[src/rtl/cpv3_rbcp_pkg.sv]
// Shared RBCP register map, status bit positions and DAC commit FSM state type
// for the CPV3 RBCP responder.
package cpv3_rbcp_pkg;

    localparam logic [7:0] OFS_DAQ_STATE     = 8'h00;
    localparam logic [7:0] OFS_DAC_B3        = 8'h01;
    localparam logic [7:0] OFS_DAC_B2        = 8'h02;
    localparam logic [7:0] OFS_DAC_B1        = 8'h03;
    localparam logic [7:0] OFS_DAC_B0        = 8'h04;
    localparam logic [7:0] OFS_DAC_COMMIT    = 8'h05;
    localparam logic [7:0] OFS_ROW_START_HI  = 8'h06;
    localparam logic [7:0] OFS_ROW_START_LO  = 8'h07;
    localparam logic [7:0] OFS_ROW_END_HI    = 8'h08;
    localparam logic [7:0] OFS_ROW_END_LO    = 8'h09;
    localparam logic [7:0] OFS_COL_START_HI  = 8'h0A;
    localparam logic [7:0] OFS_COL_START_LO  = 8'h0B;
    localparam logic [7:0] OFS_COL_END_HI    = 8'h0C;
    localparam logic [7:0] OFS_COL_END_LO    = 8'h0D;
    localparam logic [7:0] OFS_PIX_SEL       = 8'h0E;
    localparam logic [7:0] OFS_POWER_ON_WAIT = 8'h0F;
    localparam logic [7:0] OFS_READ_PERIOD   = 8'h10;
    localparam logic [7:0] OFS_RST_PERIOD    = 8'h11;
    localparam logic [7:0] OFS_CLAMP_PERIOD  = 8'h12;
    localparam logic [7:0] OFS_STATUS        = 8'h13;
    localparam logic [7:0] OFS_ID            = 8'h14;

    localparam int unsigned STAT_BUSY_BIT = 0;
    localparam int unsigned STAT_PEND_BIT = 1;

    typedef enum logic [1:0] {
        DAC_IDLE  = 2'd0,
        DAC_PEND  = 2'd1,
        DAC_PULSE = 2'd2
    } dac_state_e;

    function automatic logic [7:0] status_byte(input logic busy, input logic pend);
        logic [7:0] s;
        s                = 8'h00;
        s[STAT_BUSY_BIT] = busy;
        s[STAT_PEND_BIT] = pend;
        return s;
    endfunction

endpackage

[src/rtl/rbcp_dac_commit.sv]
// DAC commit sequencer: snapshots the staged DAC word on commit, waits for the
// serializer to go idle, then issues a single DAC_WE pulse.
module rbcp_dac_commit
    import cpv3_rbcp_pkg::*;
(
    input  logic        clk_i,
    input  logic        rst_i,
    input  logic        commit_i,
    input  logic        dac_busy_i,
    input  logic [31:0] stage_i,
    output logic [31:0] dac_data_o,
    output logic        dac_we_o,
    output logic        pending_o
);

    dac_state_e  state_q;
    logic [31:0] dac_data_q;
    logic        dac_we_q;

    // Commit FSM; commits arriving in PEND or PULSE are absorbed without a new snapshot.
    always_ff @(posedge clk_i or posedge rst_i) begin
        if (rst_i) begin
            state_q    <= DAC_IDLE;
            dac_data_q <= 32'h0000_0000;
            dac_we_q   <= 1'b0;
        end else begin
            dac_we_q <= 1'b0;
            case (state_q)
                DAC_IDLE: begin
                    if (commit_i) begin
                        dac_data_q <= stage_i;
                        if (!dac_busy_i) begin
                            state_q  <= DAC_PULSE;
                            dac_we_q <= 1'b1;
                        end else begin
                            state_q <= DAC_PEND;
                        end
                    end
                end
                DAC_PEND: begin
                    if (!dac_busy_i) begin
                        state_q  <= DAC_PULSE;
                        dac_we_q <= 1'b1;
                    end
                end
                DAC_PULSE: state_q <= DAC_IDLE;
                default:   state_q <= DAC_IDLE;
            endcase
        end
    end

    assign dac_data_o = dac_data_q;
    assign dac_we_o   = dac_we_q;
    assign pending_o  = (state_q == DAC_PEND);

endmodule

[src/rtl/rbcp_responder.sv]
// SiTCP RBCP slave: address decode, control register bank and read path.
// Optional macro RBCP_READBACK_EN enables read-back of the writable registers.
module rbcp_responder
    import cpv3_rbcp_pkg::*;
#(
    parameter logic [31:0] BASE_ADDR = 32'h0000_0000,
    parameter logic [7:0]  ID_VALUE  = 8'hC3
) (
    input  logic        CLK,
    input  logic        RST,
    input  logic        RBCP_ACT,
    input  logic [31:0] RBCP_ADDR,
    input  logic        RBCP_WE,
    input  logic        RBCP_RE,
    input  logic [7:0]  RBCP_WD,
    output logic        RBCP_ACK,
    output logic [7:0]  RBCP_RD,
    input  logic        DAC_BUSY,
    output logic [31:0] DAC_DATA,
    output logic        DAC_WE,
    output logic [7:0]  DAQ_STATE,
    output logic [7:0]  PIX_SEL,
    output logic [7:0]  POWER_ON_WAIT,
    output logic [7:0]  READ_PERIOD,
    output logic [7:0]  RST_PERIOD,
    output logic [7:0]  CLAMP_PERIOD,
    output logic [15:0] ROW_START,
    output logic [15:0] ROW_END,
    output logic [15:0] COL_START,
    output logic [15:0] COL_END
);

    logic        strobe_s;
    logic        in_win_s;
    logic        wr_en_s;
    logic        rd_en_s;
    logic        commit_s;
    logic        pending_s;
    logic [7:0]  ofs_s;
    logic [7:0]  rd_data_d;

    logic        ack_q;
    logic [7:0]  rd_q;
    logic [7:0]  daq_state_q;
    logic [31:0] dac_stage_q;
    logic [15:0] row_start_q;
    logic [15:0] row_end_q;
    logic [15:0] col_start_q;
    logic [15:0] col_end_q;
    logic [7:0]  pix_sel_q;
    logic [7:0]  power_on_wait_q;
    logic [7:0]  read_period_q;
    logic [7:0]  rst_period_q;
    logic [7:0]  clamp_period_q;

    // A combined WE+RE strobe is treated as a write; the read side is suppressed.
    assign strobe_s = RBCP_ACT & (RBCP_WE | RBCP_RE);
    assign in_win_s = (RBCP_ADDR[31:8] == BASE_ADDR[31:8]);
    assign ofs_s    = RBCP_ADDR[7:0];
    assign wr_en_s  = RBCP_ACT & RBCP_WE & in_win_s;
    assign rd_en_s  = RBCP_ACT & RBCP_RE & ~RBCP_WE & in_win_s;
    assign commit_s = wr_en_s & (ofs_s == OFS_DAC_COMMIT);

    // Register bank write decode.
    always_ff @(posedge CLK or posedge RST) begin
        if (RST) begin
            daq_state_q     <= 8'h00;
            dac_stage_q     <= 32'h0000_0000;
            row_start_q     <= 16'h0000;
            row_end_q       <= 16'h0000;
            col_start_q     <= 16'h0000;
            col_end_q       <= 16'h0000;
            pix_sel_q       <= 8'h00;
            power_on_wait_q <= 8'h00;
            read_period_q   <= 8'h00;
            rst_period_q    <= 8'h00;
            clamp_period_q  <= 8'h00;
        end else if (wr_en_s) begin
            case (ofs_s)
                OFS_DAQ_STATE:     daq_state_q        <= RBCP_WD;
                OFS_DAC_B3:        dac_stage_q[31:24] <= RBCP_WD;
                OFS_DAC_B2:        dac_stage_q[23:16] <= RBCP_WD;
                OFS_DAC_B1:        dac_stage_q[15:8]  <= RBCP_WD;
                OFS_DAC_B0:        dac_stage_q[7:0]   <= RBCP_WD;
                OFS_ROW_START_HI:  row_start_q[15:8]  <= RBCP_WD;
                OFS_ROW_START_LO:  row_start_q[7:0]   <= RBCP_WD;
                OFS_ROW_END_HI:    row_end_q[15:8]    <= RBCP_WD;
                OFS_ROW_END_LO:    row_end_q[7:0]     <= RBCP_WD;
                OFS_COL_START_HI:  col_start_q[15:8]  <= RBCP_WD;
                OFS_COL_START_LO:  col_start_q[7:0]   <= RBCP_WD;
                OFS_COL_END_HI:    col_end_q[15:8]    <= RBCP_WD;
                OFS_COL_END_LO:    col_end_q[7:0]     <= RBCP_WD;
                OFS_PIX_SEL:       pix_sel_q          <= RBCP_WD;
                OFS_POWER_ON_WAIT: power_on_wait_q    <= RBCP_WD;
                OFS_READ_PERIOD:   read_period_q      <= RBCP_WD;
                OFS_RST_PERIOD:    rst_period_q       <= RBCP_WD;
                OFS_CLAMP_PERIOD:  clamp_period_q     <= RBCP_WD;
                default: ;
            endcase
        end
    end

    // Read data mux; anything not selected reads as zero.
    always_comb begin
        rd_data_d = 8'h00;
        if (rd_en_s) begin
            case (ofs_s)
`ifdef RBCP_READBACK_EN
                OFS_DAQ_STATE:     rd_data_d = daq_state_q;
                OFS_DAC_B3:        rd_data_d = dac_stage_q[31:24];
                OFS_DAC_B2:        rd_data_d = dac_stage_q[23:16];
                OFS_DAC_B1:        rd_data_d = dac_stage_q[15:8];
                OFS_DAC_B0:        rd_data_d = dac_stage_q[7:0];
                OFS_ROW_START_HI:  rd_data_d = row_start_q[15:8];
                OFS_ROW_START_LO:  rd_data_d = row_start_q[7:0];
                OFS_ROW_END_HI:    rd_data_d = row_end_q[15:8];
                OFS_ROW_END_LO:    rd_data_d = row_end_q[7:0];
                OFS_COL_START_HI:  rd_data_d = col_start_q[15:8];
                OFS_COL_START_LO:  rd_data_d = col_start_q[7:0];
                OFS_COL_END_HI:    rd_data_d = col_end_q[15:8];
                OFS_COL_END_LO:    rd_data_d = col_end_q[7:0];
                OFS_PIX_SEL:       rd_data_d = pix_sel_q;
                OFS_POWER_ON_WAIT: rd_data_d = power_on_wait_q;
                OFS_READ_PERIOD:   rd_data_d = read_period_q;
                OFS_RST_PERIOD:    rd_data_d = rst_period_q;
                OFS_CLAMP_PERIOD:  rd_data_d = clamp_period_q;
`endif
                OFS_STATUS:        rd_data_d = status_byte(DAC_BUSY, pending_s);
                OFS_ID:            rd_data_d = ID_VALUE;
                default:           rd_data_d = 8'h00;
            endcase
        end else begin
            rd_data_d = 8'h00;
        end
    end

    // Acknowledge and read data, one cycle after the strobe.
    always_ff @(posedge CLK or posedge RST) begin
        if (RST) begin
            ack_q <= 1'b0;
            rd_q  <= 8'h00;
        end else begin
            ack_q <= strobe_s;
            rd_q  <= rd_data_d;
        end
    end

    rbcp_dac_commit u_dac_commit (
        .clk_i      (CLK),
        .rst_i      (RST),
        .commit_i   (commit_s),
        .dac_busy_i (DAC_BUSY),
        .stage_i    (dac_stage_q),
        .dac_data_o (DAC_DATA),
        .dac_we_o   (DAC_WE),
        .pending_o  (pending_s)
    );

    assign RBCP_ACK      = ack_q;
    assign RBCP_RD       = rd_q;
    assign DAQ_STATE     = daq_state_q;
    assign PIX_SEL       = pix_sel_q;
    assign POWER_ON_WAIT = power_on_wait_q;
    assign READ_PERIOD   = read_period_q;
    assign RST_PERIOD    = rst_period_q;
    assign CLAMP_PERIOD  = clamp_period_q;
    assign ROW_START     = row_start_q;
    assign ROW_END       = row_end_q;
    assign COL_START     = col_start_q;
    assign COL_END       = col_end_q;

endmodule

[config.mk]
export PLATFORM = sky130hd
export DESIGN_NAME = rbcp_responder
export DESIGN_NICKNAME = d
export VERILOG_FILES = /design/src/rtl/cpv3_rbcp_pkg.sv /design/src/rtl/rbcp_dac_commit.sv /design/src/rtl/rbcp_responder.sv
export SDC_FILE = /design/constraint.sdc
export NUM_CORES = 1
export LEC_CHECK = 0
export CORE_MARGIN = 2
export CORE_UTILIZATION = 25
export CTS_CLUSTER_SIZE = 40
export DETAILED_ROUTE_END_ITERATION = 10
export HOLD_SLACK_MARGIN = 0.05
export SLEW_MARGIN = 5
export SYNTH_ARGS = -nofsm -noshare
export SYNTH_HDL_FRONTEND = slang
export SYNTH_HIERARCHICAL = 1
export SYNTH_SLANG_ARGS = --single-unit
export TNS_END_PERCENT = 50
[constraint.sdc]
create_clock -name CLK -period 5.95 [get_ports CLK]
set_clock_uncertainty 0.1 [all_clocks]
set_input_delay 1.19 -clock CLK [delete_from_list [all_inputs] [get_ports CLK]]
set_output_delay 1.19 -clock CLK [all_outputs]
set_load 0.01 [all_outputs]
==> run summary <==
status = completed
Core Rows = 62
CP delay by family, top = simple AND/OR/NAND/NOR gates
post-CTS setup repair buffer count = 0
register area share after synthesis = 62.8%
Synth Cell Area = 7290 µm²
crit path cell chain = clkdlybuf4s50_1 -> nor4_4 -> nand3b_1 -> nor4_1 -> nor3b_4 -> buf_4 -> mux2_2
post-synthesis cell type count = 28
Yosys top cell area share = 62.8%
Tcrit/Tclk final = 61.1%
CP Buf/Inv Count = 2
total grt overflow = 0
share of layout cells above drive strength 1 = 35.3%
most common cell in the netlist = dfrtp_1
Clock Path Buffers = 2
MaxCap Viol Count = 0
Avg WL per Cell = 18.9 µm
drt first pass iters = 4
Final ANT Viol Nets = 0
Clk Latency, worst-skew pair = 420 ps
EDFF count, synth = 0
Worst-path clk slew = 70 ps
Final min period = 3630 ps
Max stage delay cell, worst path = clkdlybuf4s50_1
Pwr Density = 240 nW/µm²
Synth Warn # = 6
critical setup path kind = in2reg
Final setup viols = 0
CTS tree = yes
Crit path largest cell delay = 480 ps
Arr. time, crit path = 3830 ps
Sink Count = 183
# IOs = 200
final wirelength = 19,700 µm
most used flip-flop cell after synthesis = dfrtp_1
DP HPWL = 13,500 µm
PortBufs = 195
synthesized instance count = 443
largest area contributor in the netlist = dfrtp_1
Initial Util = 25.4%
Yosys reg bits = 183
Total Routing Usage GR = 13.4%
Hold Path Class = reg2reg
CTS Buf Count = 17
Worst Tran Pin Value = 1100 ps
global-route wire length before repair = 30,600 µm
initial DRC count = 202
Async S/R FF share, synth = 100%
DRC Markers = 0
largest net degree at the start of global routing = 68
Root Buffer Master = clkbuf_16
Slew Limit Headroom = 26.1%
largest cells by area after synthesis = dfrtp_1, mux2_2, nor4_4, nor4_2, mux2_1
setup TNS = 0 ps
Syn-to-layout area delta = 40.8%
nets = 693
hold_buf cts = 0
RSZ-0062 raised after global routing = false
Leak Pwr = 4.77 nW
Chip Height = 175 µm
cts repair resizes = 0
drt via density = 4.27
Die Area = 30,500 µm²
crit path max fanout = 32
initial antenna violation count = 0
vias in the first global route = 4,759
CP endpoint kind = flip-flop
Max VDD drop = 121 µV
CORE AREA = 28,700 µm²
Min Hold Slack = 393 ps
required time worst endpoint = 6150 ps
Mapped Avg Cell Area = 16.5 µm²
Max Slew Vio Count = 0
RD Place Congestion = 0.675
H-Tree Depth = 4
DR vias = 4,458
startpoint types = primary input
most frequent cells after synthesis = dfrtp_1, mux2_2, nor4_4
Achievable Freq = 275 MHz
final hold violation count = 0
Die W = 175 µm
[routing by layer]
metal  global-route usage [%]  wire length, µm
met1                     17.1             8750
met2                     21.7             9470
met3                     4.70             1270
met4                     3.58              262
met5                        0                0
[power breakdown]
group	switching [W]	internal [W]	total, W	leakage, nW
Clock	0.000558	0.000565	0.00112	0.283
Combinational	0.0000606	0.0000320	0.0000926	1.93
Sequential	0.0000000934	0.00124	0.00124	2.56
[placed cells by master (no fill, tap or decap), types with 2 or more instances in the layout]
cell / instances
inv_6: 3
clkdlybuf4s50_1: 195
inv_8: 5
inv_1: 2
clkbuf_16: 17
a21oi_1: 2
dfrtp_1: 183
nand4_1: 2
mux2_2: 171
buf_4: 9
nor4_2: 6
nor4_4: 12
mux2_1: 5
nand3_1: 2
clkinv_8: 3
nand2_1: 6
nor4_1: 8
nor2_1: 5
clkinv_4: 3
nand3b_1: 5
conb_1: 4
[state kept, by name, indices dropped and copies added, names as in the netlist, 16 cells and up]
| signal | count |
|---|---|
| ROW_START | 16 |
| dac_stage_q | 32 |
| ROW_END | 16 |
| COL_END | 16 |
| COL_START | 16 |
| u_dac_commit/dac_data_o | 32 |
[final cells by class]
type,count,area (µm²)
Clock buffer,18,429
Sequential cell,183,4580
Fill cell,2814,18400
Clock inverter,14,156
Inverter,3,16.3
Timing Repair Buffer,204,2020
Multi-Input combinational cell,238,2580
Antenna cell,1,2.50
Tap cell,384,480
[metrics by stage]
step,cells,cell area (µm²),utilization [%],worst slack [ps],total power [W]
after floorplan,446,7300,-,680,0.00130
after global placement,1012,9680,33.7,1960,0.00136
after detailed placement,1012,9680,33.7,1900,0.00136
after CTS,1044,10300,35.8,2350,0.00251
after global routing,1044,10300,35.8,2100,0.00257
final,1045,10300,35.8,2320,0.00246
[kinds of logic (layout without fill, tap and decap cells)]
logic type      Yosys count  count (layout)  synth area share [%]
compound gates            4               4                 0.343
buf+inv                  25             239                  1.94
other cells               1               5                0.0514
flops                   183             183                  62.8
simple gates             54              54                  7.67
mux                     176             176                  27.2
[worst paths after layout]
kind | from | to | slack (ps) | cells past startpoint
worst min register to register | dac_stage_q[28]$_DFFE_PP0P_ | u_dac_commit/dac_data_o[28]$_DFFE_PP0P_ | 390 | 1
min in group asynchronous | RST | u_dac_commit/state_q[0]$_DFFE_PP0P_ | 990 | 2
max in group asynchronous | RST | ROW_END[14]$_DFFE_PP0P_ | 3560 | 3
worst max-delay path | RBCP_ADDR[5] | u_dac_commit/dac_data_o[30]$_DFFE_PP0P_ | 2320 | 7
worst min-delay path | dac_stage_q[28]$_DFFE_PP0P_ | u_dac_commit/dac_data_o[28]$_DFFE_PP0P_ | 390 | 1
worst max register to register | u_dac_commit/state_q[0]$_DFFE_PP0P_ | u_dac_commit/dac_data_o[30]$_DFFE_PP0P_ | 4270 | 3
Power figures use the tool's default switching activity.
